==> config.mk <==
export PLATFORM = sky130hd
export DESIGN_NAME = fm_demod_supervisor_flat
export DESIGN_NICKNAME = d
export VERILOG_FILES = /design/src/rtl/fm_demod_pkg.sv /design/src/rtl/fm_demod_supervisor_if.sv /design/src/rtl/fm_hist_fifo.sv /design/src/rtl/fm_demod_supervisor.sv /design/src/flat_wrapper.sv
export SDC_FILE = /design/constraint.sdc
export NUM_CORES = 1
export LEC_CHECK = 0
export CORE_MARGIN = 2
export CORE_UTILIZATION = 25
export DETAILED_ROUTE_END_ITERATION = 16
export SYNTH_ARGS = -nofsm -noshare
export SYNTH_HDL_FRONTEND = slang
export SYNTH_HIERARCHICAL = 1
export SYNTH_SLANG_ARGS = --single-unit
==> constraint.sdc <==
create_clock -name clk -period 8.52 [get_ports clk]
set_input_delay 1.704 -clock clk [delete_from_list [all_inputs] [get_ports clk]]
set_output_delay 1.704 -clock clk [all_outputs]
set_load 0.005 [all_outputs]
==> src/rtl/fm_demod_pkg.sv <==
// Shared types and default settings for the FM demodulator supervisor.
package fm_demod_pkg;

  // Gap-measurement sequencer states
  typedef enum logic [1:0] {
    S_WAIT  = 2'd0,
    S_COUNT = 2'd1,
    S_LATCH = 2'd2,
    S_TRACK = 2'd3
  } state_e;

  localparam int DEF_DATA_W     = 10;
  localparam int DEF_LOW_TH     = 80;
  localparam int DEF_HIGH_TH    = 950;
  localparam int DEF_HOLDOFF    = 400;
  localparam int DEF_MUTE_VAL   = 200;
  localparam int DEF_CNT_W      = 14;
  localparam int DEF_HIST_DEPTH = 16;

endpackage

==> src/rtl/fm_demod_supervisor_if.sv <==
// Sample, audio, gap-period and history-read signals of the supervisor.
interface fm_demod_supervisor_if #(
  parameter int DATA_W     = fm_demod_pkg::DEF_DATA_W,
  parameter int CNT_W      = fm_demod_pkg::DEF_CNT_W,
  parameter int HIST_DEPTH = fm_demod_pkg::DEF_HIST_DEPTH
);
  localparam int HC_W = $clog2(HIST_DEPTH) + 1;

  logic [DATA_W-1:0] demod_data;
  logic              demod_valid;
  logic [DATA_W-1:0] audio_out;
  logic              audio_valid;
  logic              mute;
  logic [CNT_W-1:0]  rb_period;
  logic              rb_valid;
  logic              rb_ovf;
  logic              hist_rd_en;
  logic [DATA_W-1:0] hist_rd_data;
  logic              hist_rd_vld;
  logic [HC_W-1:0]   hist_count;
  logic              hist_ovf;

  // Sample source / host side
  modport master (
    output demod_data, demod_valid, hist_rd_en,
    input  audio_out, audio_valid, mute, rb_period, rb_valid, rb_ovf,
           hist_rd_data, hist_rd_vld, hist_count, hist_ovf
  );

  // Supervisor side
  modport slave (
    input  demod_data, demod_valid, hist_rd_en,
    output audio_out, audio_valid, mute, rb_period, rb_valid, rb_ovf,
           hist_rd_data, hist_rd_vld, hist_count, hist_ovf
  );
endinterface

==> src/rtl/fm_hist_fifo.sv <==
// Synchronous history FIFO; registered read data presented one cycle after a pop.
module fm_hist_fifo #(
  parameter int DATA_W = 10,
  parameter int DEPTH  = 16
) (
  input  logic                     clk,
  input  logic                     rst,
  input  logic                     push_i,
  input  logic [DATA_W-1:0]        data_i,
  input  logic                     pop_i,
  output logic [DATA_W-1:0]        rd_data_o,
  output logic                     rd_vld_o,
  output logic [$clog2(DEPTH):0]   count_o,
  output logic                     full_o,
  output logic                     empty_o
);
  localparam int AW = $clog2(DEPTH);
  localparam logic [AW:0]   FULL_C  = (AW+1)'(DEPTH);
  localparam logic [AW:0]   CNT_ONE = (AW+1)'(1);
  localparam logic [AW-1:0] PTR_ONE = AW'(1);

  logic [DATA_W-1:0] mem_q [DEPTH];
  logic [DATA_W-1:0] rd_data_q;
  logic [AW-1:0]     wr_ptr_q, rd_ptr_q;
  logic [AW:0]       count_q, count_d;
  logic              rd_vld_q;
  logic              pop_ok, push_ok;

  assign full_o  = (count_q == FULL_C);
  assign empty_o = (count_q == '0);
  // A pop frees a slot in the same cycle, so push+pop on a full FIFO both proceed
  assign pop_ok  = pop_i && !empty_o;
  assign push_ok = push_i && (!full_o || pop_ok);

  // Occupancy update from accepted push/pop
  always_comb begin
    count_d = count_q;
    unique case ({push_ok, pop_ok})
      2'b10:   count_d = count_q + CNT_ONE;
      2'b01:   count_d = count_q - CNT_ONE;
      default: count_d = count_q;
    endcase
  end

  // Storage and read data register (data only, not reset)
  always_ff @(posedge clk) begin
    if (push_ok) mem_q[wr_ptr_q] <= data_i;
    if (pop_ok)  rd_data_q       <= mem_q[rd_ptr_q];
  end

  // Pointers, count and read-valid strobe
  always_ff @(posedge clk) begin
    if (rst) begin
      wr_ptr_q <= '0;
      rd_ptr_q <= '0;
      count_q  <= '0;
      rd_vld_q <= 1'b0;
    end else begin
      if (push_ok) wr_ptr_q <= wr_ptr_q + PTR_ONE;
      if (pop_ok)  rd_ptr_q <= rd_ptr_q + PTR_ONE;
      count_q  <= count_d;
      rd_vld_q <= pop_ok;
    end
  end

  assign rd_data_o = rd_data_q;
  assign rd_vld_o  = rd_vld_q;
  assign count_o   = count_q;
endmodule

==> src/rtl/fm_demod_supervisor.sv <==
// FM demod supervisor: range squelch with hold-off, gap-period measurement,
// and capture of in-range samples into a host-readable history FIFO.
module fm_demod_supervisor
  import fm_demod_pkg::*;
#(
  parameter int DATA_W     = DEF_DATA_W,
  parameter int LOW_TH     = DEF_LOW_TH,
  parameter int HIGH_TH    = DEF_HIGH_TH,
  parameter int HOLDOFF    = DEF_HOLDOFF,
  parameter int MUTE_VAL   = DEF_MUTE_VAL,
  parameter int CNT_W      = DEF_CNT_W,
  parameter int HIST_DEPTH = DEF_HIST_DEPTH
) (
  input logic                  clk,
  input logic                  rst,
  fm_demod_supervisor_if.slave bus
);
  localparam int HOLD_W = (HOLDOFF > 0) ? $clog2(HOLDOFF + 1) : 1;
  localparam int HC_W   = $clog2(HIST_DEPTH) + 1;

  localparam logic [DATA_W-1:0] LOW_C     = DATA_W'(LOW_TH);
  localparam logic [DATA_W-1:0] HIGH_C    = DATA_W'(HIGH_TH);
  localparam logic [DATA_W-1:0] MUTE_C    = DATA_W'(MUTE_VAL);
  localparam logic [HOLD_W-1:0] HOLD_INIT = HOLD_W'(HOLDOFF);
  localparam logic [HOLD_W-1:0] HOLD_ONE  = HOLD_W'(1);
  localparam logic [CNT_W-1:0]  CNT_ONE   = CNT_W'(1);
  localparam logic [CNT_W-1:0]  CNT_MAX   = '1;

  // Saturating increment; MSB flags that the counter was already at its ceiling
  function automatic logic [CNT_W:0] sat_inc(input logic [CNT_W-1:0] v);
    if (v == CNT_MAX) return {1'b1, v};
    return {1'b0, v + CNT_ONE};
  endfunction

  logic              oor, inr, rise, fall;
  logic              mute_q, mute_d;
  logic [HOLD_W-1:0] hold_q, hold_d;
  logic [DATA_W-1:0] audio_q;
  logic              audio_vld_q;
  state_e            state_q, state_d;
  logic [CNT_W-1:0]  cnt_q, cnt_d;
  logic [CNT_W-1:0]  rb_period_q, rb_period_d;
  logic              rb_valid_q, rb_valid_d;
  logic              rb_ovf_q, rb_ovf_d;
  logic [CNT_W:0]    cnt_inc;
  logic              hist_push;
  logic              hist_ovf_q, hist_ovf_d;
  logic              fifo_full, fifo_empty;
  logic [DATA_W-1:0] fifo_rd_data;
  logic              fifo_rd_vld;
  logic [HC_W-1:0]   fifo_count;

  // Range qualification; idle cycles produce neither event
  assign oor  = bus.demod_valid && ((bus.demod_data < LOW_C) || (bus.demod_data > HIGH_C));
  assign inr  = bus.demod_valid && !oor;
  // Mute edges as decided by the current sample
  assign rise = oor && !mute_q;
  assign fall = inr && mute_q && (hold_q == '0);

  // Squelch: any out-of-range sample re-arms the hold-off; unmute on the sample finding it at zero
  always_comb begin
    mute_d = mute_q;
    hold_d = hold_q;
    if (oor) begin
      mute_d = 1'b1;
      hold_d = HOLD_INIT;
    end else if (inr && mute_q) begin
      if (hold_q == '0) mute_d = 1'b0;
      else              hold_d = hold_q - HOLD_ONE;
    end
  end

  // Mute state and hold-off register
  always_ff @(posedge clk) begin
    if (rst) begin
      mute_q <= 1'b1;
      hold_q <= HOLD_INIT;
    end else begin
      mute_q <= mute_d;
      hold_q <= hold_d;
    end
  end

  // Audio register: uses the mute state seen before this sample
  always_ff @(posedge clk) begin
    if (rst) begin
      audio_q     <= MUTE_C;
      audio_vld_q <= 1'b0;
    end else begin
      audio_vld_q <= bus.demod_valid;
      if (bus.demod_valid) audio_q <= mute_q ? MUTE_C : bus.demod_data;
    end
  end

  assign cnt_inc = sat_inc(cnt_q);

  // Gap-period sequencer next state; captures in-range samples while tracking
  always_comb begin
    state_d     = state_q;
    cnt_d       = cnt_q;
    rb_period_d = rb_period_q;
    rb_valid_d  = 1'b0;
    rb_ovf_d    = rb_ovf_q;
    hist_push   = 1'b0;
    unique case (state_q)
      S_WAIT: begin
        if (rise) begin
          state_d = S_COUNT;
          cnt_d   = CNT_ONE;
        end
      end
      S_COUNT: begin
        if (fall) begin
          state_d = S_LATCH;
        end else if (bus.demod_valid) begin
          cnt_d = cnt_inc[CNT_W-1:0];
          if (cnt_inc[CNT_W]) rb_ovf_d = 1'b1;
        end
      end
      S_LATCH: begin
        rb_period_d = cnt_q;
        rb_valid_d  = 1'b1;
        state_d     = S_TRACK;
      end
      S_TRACK: begin
        if (rise) begin
          state_d = S_COUNT;
          cnt_d   = CNT_ONE;
        end else if (inr) begin
          hist_push = 1'b1;
        end
      end
      default: state_d = S_WAIT;
    endcase
  end

  // Sequencer and result registers
  always_ff @(posedge clk) begin
    if (rst) begin
      state_q     <= S_WAIT;
      cnt_q       <= '0;
      rb_period_q <= '0;
      rb_valid_q  <= 1'b0;
      rb_ovf_q    <= 1'b0;
    end else begin
      state_q     <= state_d;
      cnt_q       <= cnt_d;
      rb_period_q <= rb_period_d;
      rb_valid_q  <= rb_valid_d;
      rb_ovf_q    <= rb_ovf_d;
    end
  end

  // A push is dropped only when full and no pop frees a slot this cycle
  assign hist_ovf_d = hist_ovf_q | (hist_push && fifo_full && !(bus.hist_rd_en && !fifo_empty));

  // Sticky history overflow flag
  always_ff @(posedge clk) begin
    if (rst) hist_ovf_q <= 1'b0;
    else     hist_ovf_q <= hist_ovf_d;
  end

  fm_hist_fifo #(
    .DATA_W (DATA_W),
    .DEPTH  (HIST_DEPTH)
  ) u_hist (
    .clk       (clk),
    .rst       (rst),
    .push_i    (hist_push),
    .data_i    (bus.demod_data),
    .pop_i     (bus.hist_rd_en),
    .rd_data_o (fifo_rd_data),
    .rd_vld_o  (fifo_rd_vld),
    .count_o   (fifo_count),
    .full_o    (fifo_full),
    .empty_o   (fifo_empty)
  );

  assign bus.audio_out    = audio_q;
  assign bus.audio_valid  = audio_vld_q;
  assign bus.mute         = mute_q;
  assign bus.rb_period    = rb_period_q;
  assign bus.rb_valid     = rb_valid_q;
  assign bus.rb_ovf       = rb_ovf_q;
  assign bus.hist_rd_data = fifo_rd_data;
  assign bus.hist_rd_vld  = fifo_rd_vld;
  assign bus.hist_count   = fifo_count;
  assign bus.hist_ovf     = hist_ovf_q;
endmodule
==> src/flat_wrapper.sv <==
// flat-port wrapper written by rule: the top's interface ports become plain ports
module fm_demod_supervisor_flat import fm_demod_pkg::*;
#(
  parameter int DATA_W     = DEF_DATA_W,
  parameter int LOW_TH     = DEF_LOW_TH,
  parameter int HIGH_TH    = DEF_HIGH_TH,
  parameter int HOLDOFF    = DEF_HOLDOFF,
  parameter int MUTE_VAL   = DEF_MUTE_VAL,
  parameter int CNT_W      = DEF_CNT_W,
  parameter int HIST_DEPTH = DEF_HIST_DEPTH
)
  (clk, rst, bus_demod_data, bus_demod_valid, bus_hist_rd_en, bus_audio_out, bus_audio_valid, bus_mute, bus_rb_period, bus_rb_valid, bus_rb_ovf, bus_hist_rd_data, bus_hist_rd_vld, bus_hist_count, bus_hist_ovf);
  fm_demod_supervisor_if #(.DATA_W(DATA_W), .CNT_W(CNT_W), .HIST_DEPTH(HIST_DEPTH)) bus_i ();
  input logic clk;
  input logic rst;
  input wire logic [$bits(bus_i.demod_data)-1:0] bus_demod_data;
  input wire logic [$bits(bus_i.demod_valid)-1:0] bus_demod_valid;
  input wire logic [$bits(bus_i.hist_rd_en)-1:0] bus_hist_rd_en;
  output wire logic [$bits(bus_i.audio_out)-1:0] bus_audio_out;
  output wire logic [$bits(bus_i.audio_valid)-1:0] bus_audio_valid;
  output wire logic [$bits(bus_i.mute)-1:0] bus_mute;
  output wire logic [$bits(bus_i.rb_period)-1:0] bus_rb_period;
  output wire logic [$bits(bus_i.rb_valid)-1:0] bus_rb_valid;
  output wire logic [$bits(bus_i.rb_ovf)-1:0] bus_rb_ovf;
  output wire logic [$bits(bus_i.hist_rd_data)-1:0] bus_hist_rd_data;
  output wire logic [$bits(bus_i.hist_rd_vld)-1:0] bus_hist_rd_vld;
  output wire logic [$bits(bus_i.hist_count)-1:0] bus_hist_count;
  output wire logic [$bits(bus_i.hist_ovf)-1:0] bus_hist_ovf;
  assign bus_i.demod_data = bus_demod_data;
  assign bus_i.demod_valid = bus_demod_valid;
  assign bus_i.hist_rd_en = bus_hist_rd_en;
  assign bus_audio_out = bus_i.audio_out;
  assign bus_audio_valid = bus_i.audio_valid;
  assign bus_mute = bus_i.mute;
  assign bus_rb_period = bus_i.rb_period;
  assign bus_rb_valid = bus_i.rb_valid;
  assign bus_rb_ovf = bus_i.rb_ovf;
  assign bus_hist_rd_data = bus_i.hist_rd_data;
  assign bus_hist_rd_vld = bus_i.hist_rd_vld;
  assign bus_hist_count = bus_i.hist_count;
  assign bus_hist_ovf = bus_i.hist_ovf;
  fm_demod_supervisor #(.DATA_W(DATA_W), .LOW_TH(LOW_TH), .HIGH_TH(HIGH_TH), .HOLDOFF(HOLDOFF), .MUTE_VAL(MUTE_VAL), .CNT_W(CNT_W), .HIST_DEPTH(HIST_DEPTH)) u_core (.clk(clk), .rst(rst), .bus(bus_i));
endmodule
==> parameters.txt <==
Parameter                              Value

Status
  Run status ... completed

Layout
  Post-synthesis to final-layout area growth ... 21.0%
  Final instance count without filler cells ... 1263
  Post-layout nets ... 754
  Proportion of layout cells with a drive suffix above 1 ... 14.8%
  Diode insertion count for antenna repair ... 0
  Filler cell count in the final layout ... 3849

Setup path
  Kind of cell adding the most delay to the critical path ... compound AO/OA/AOI/OAI gates
  Highest-delay cell along the critical path ... sky130_fd_sc_hd__clkdlybuf4s50_1
  Start point of the critical path ... bus_demod_data[3]
  Critical path buffers and inverters ... 2
  Kind of end point of the critical path ... flip-flop
  Worst flop-to-flop path startpoint ... u_core/u_hist/count_o[0]
  Data required, critical path ... 8.96 ns
  Start-to-end type of the worst setup path ... in -> reg
  Cell-by-cell trace of the critical path ... clkdlybuf4s50_1 > a311oi_1 > o32a_1 > and3_1 > nor2b_1 > o21ai_4 > inv_2 > fa_1 > a21o_1 > a2111oi_0 > o21ai_0 > a31oi_1
  Worst Path Max Fanout ... 18
  Signal arrival time at the worst endpoint ... 5.46 ns
  CP startpoint kind ... input port
  Peak per-stage delay on the critical path ... 0.73 ns

Floorplanning
  Initial core utilization ... 25.2%
  Area of the die ... 0.0404 mm^2
  Floorplan Core Area ... 0.0385 mm^2
  Horizontal die dimension ... 201 um
  Die height ... 201 um
  Placement Rows ... 72
  Boundary pin count ... 59

Synthesis
  Predominant post-synthesis flop cell ... sky130_fd_sc_hd__edfxtp_1
  Flip-flop and latch count after synthesis ... 238
  Number of flops mapped to enable cells by yosys ... 170
  Avg Synthesized Cell Area ... 14.9 um^2
  Portion of synthesized cell area occupied by the leading cell type ... 52.7%
  Synth unique cells ... 63
  Syn Std Cell Area ... 0.00970 mm^2
  Seq/Total Area, Yosys ... 66.7%
  Net count after synthesis ... 681
  Synth area leaders ... sky130_fd_sc_hd__edfxtp_1 53%, sky130_fd_sc_hd__dfxtp_1 14%, sky130_fd_sc_hd__mux4_2 9.3%
  Cell type contributing the most total cell area after synthesis ... sky130_fd_sc_hd__edfxtp_1
  Most frequently used cell type in the post-synthesis netlist ... sky130_fd_sc_hd__edfxtp_1
  Syn Inst Count ... 652
  Number of warnings issued by yosys ... 6
  Asr flop ratio synth ... 0%
  Most frequent cells after synthesis ... 170 x sky130_fd_sc_hd__edfxtp_1, 68 x sky130_fd_sc_hd__dfxtp_1, 60 x sky130_fd_sc_hd__nor2_1

Detailed routing
  Antenna-violating nets left ... 0
  Routed Wire Length ... 22800 um
  Routed WL per cell ... 18.1 um
  Number of detailed-route iterations in the first pass ... 4
  Total vias in the final route ... 5797
  Ratio of routed vias to standard cells ... 4.59
  Number of violations reported at the end of detailed-routing iteration 0 ... 435
  DRC violations left ... 0

Timing
  Highest attainable clock frequency ... 199 MHz
  Count of final hold-check violations ... 0
  Final critical-path share of the clock period ... 58.9%
  Slew @ Worst Pin ... 1.21 ns
  Remaining max-slew budget at the tightest pin ... 19.1%
  Setup TNS after final layout ... 0 ns
  Number of max-slew violations in the final report ... 0
  Final Setup Violations ... 0
  Unrepaired setup endpoints after global routing ... no
  Worst setup skew after layout ... 0.0102 ns
  Final worst path period need ... 5.02 ns

Clock tree
  Post-CTS setup buffer count ... 0
  Total clock sinks ... 238
  Clock-pin slew on the worst setup and hold paths ... 0.06 ns
  # hold bufs at CTS ... 0
  TritonCTS clock tree ... built
  Post_cts resized ... 0
  Number of clock buffers inserted by TritonCTS ... 26
  Clock insertion delay at the later pin of the skew report ... 0.53 ns
  H-Tree Depth ... 1
  Cell chosen for the clock root ... sky130_fd_sc_hd__clkbuf_16
  Maximum root-to-sink buffer count ... 3

Global routing
  Maximum number of pins on one net before global-route repair ... 56
  Layer with the highest usage ... met2
  Total congestion overflow after global routing ... 0
  Vias in the first global route ... 5704
  Number of antenna violations at the first check in global routing ... 0
  Global-route wire length before repair ... 34800 um
  Total routing resource utilization after global routing ... 11.2%
  Met2 Usage GRT ... 17.4%
  Met1 track demand over resource in global routing ... 15.7%
  Fraction of met3 tracks used by global routing ... 2.13%

Placed design
  Half-perimeter wire length after placement ... 14400 um
  Weighted congestion reported at the end of routability-driven placement ... 0.778
  Placed cell count ... 1215
  Count of input and output buffers ... 58

Pwr
  Worst ir drop on vdd ... 0.000205 V
  Pwr Density ... 266 mW/mm^2
  Leak ... 3.81 nW

Flow run
  Number of max-cap violations ... 0

Min path
  Worst min-delay path category ... reg -> reg
  Min-delay src ... u_core/bus.rb_ovf
## path summary, 6_finish.rpt
kind	to	slack [ns]	cells past startpoint
hold / removal	u_core/bus.rb_ovf	0.49	2
setup reg to reg	u_core/u_hist/count_o[4]	5.53	8
hold reg to reg	u_core/bus.rb_ovf	0.49	2
setup / recovery	u_core/u_hist/count_o[4]	3.50	12
## stage by stage
| stage | hold slack [ns] | setup slack (ns) | power [W] | instance area, um^2 | util, % |
|---|---|---|---|---|---|
| floorplan | 0.461 | 4.23 | 0.00189 | 9700 | - |
| global placement | 0.475 | 3.07 | 0.00211 | 10900 | 28.4 |
| detailed placement | 0.470 | 3.00 | 0.00211 | 10900 | 28.4 |
| CTS | 0.493 | 3.52 | 0.00316 | 11700 | 30.5 |
| global route | 0.507 | 3.22 | 0.00327 | 11700 | 30.5 |
| finish | 0.493 | 3.50 | 0.00312 | 11700 | 30.5 |
## per-layer routing
metal | wire length (um) | vias up | share of wire (%)
li1 | - | 2660 | -
met1 | 10800 | 2938 | 47
met2 | 10200 | 164 | 45
met3 | 1190 | 35 | 5.2
met4 | 567 | 0 | 2.5
met5 | 0 | - | 0
## where the power goes
group / switching, W / total [W] / internal [W]
Clock: 0.000446 / 0.00104 / 0.000592
Combinational: 0.000392 / 0.000722 / 0.000330
Sequential: 0.0000569 / 0.00136 / 0.00131
## layout make-up
type / instances / area (um^2) / area share [%]
multi-input cells: 370 / 3080 / 26.3
flip-flops and latches: 238 / 6470 / 55.2
clock inverters: 16 / 113 / 0.960
repair buffers: 72 / 681 / 5.80
inverters: 17 / 63.8 / 0.544
clock buffers: 32 / 673 / 5.74
well taps: 518 / 648 / 5.53
## worst reg2reg max path, stage by stage (launching register included)
cell	delay [ns]
sky130_fd_sc_hd__dfxtp_1	0.40
sky130_fd_sc_hd__or4_1	0.75
sky130_fd_sc_hd__o21ai_4	0.27
sky130_fd_sc_hd__inv_2	0.12
sky130_fd_sc_hd__fa_1	0.43
sky130_fd_sc_hd__a21o_1	0.19
sky130_fd_sc_hd__a2111oi_0	0.43
sky130_fd_sc_hd__o21ai_0	0.14
sky130_fd_sc_hd__a31oi_1	0.18
## cell families (layout without fill, tap and decap cells)
family,after synthesis,after routing,synth area share (%)
fa+ha+maj,15,15,2.01
xor+xnor,13,13,1.17
mux,59,59,11.3
buf+inv,44,137,1.79
simple gates,182,182,9.72
compound gates,101,101,7.33
flops,238,238,66.7
## placed cells by master, fill, tap and decap left out, types with 16 or more instances in the layout
cell type and n:
sky130_fd_sc_hd__a22oi_1 20, sky130_fd_sc_hd__nand2_1 26, sky130_fd_sc_hd__a21oi_1 19, sky130_fd_sc_hd__nor2_1 60, sky130_fd_sc_hd__clkdlybuf4s50_1 57, sky130_fd_sc_hd__clkbuf_16 26, sky130_fd_sc_hd__dfxtp_1 66, sky130_fd_sc_hd__edfxtp_1 170
sky130_fd_sc_hd__nor2b_1 16, sky130_fd_sc_hd__mux4_2 40, sky130_fd_sc_hd__mux2i_1 17, sky130_fd_sc_hd__inv_1 16
## registers in the layout (all words and copies together) (netlist names)
signal and flops:
u_core/hold_q 9, u_core/bus.audio_valid 1, u_core/bus.audio_out 10, u_core/bus.hist_ovf 1, u_core/cnt_q 14, u_core/bus.rb_ovf 1, u_core/bus.mute 1, u_core/u_hist/rd_ptr_q 4
u_core/u_hist/mem_q 160, u_core/u_hist/count_o 5, u_core/bus.rb_valid 1, u_core/u_hist/rd_vld_o 1, u_core/u_hist/wr_ptr_q 4, u_core/bus.rb_period 14, u_core/state_q 2, u_core/u_hist/rd_data_o 10
No activity file was read; power rests on OpenSTA's default activity.
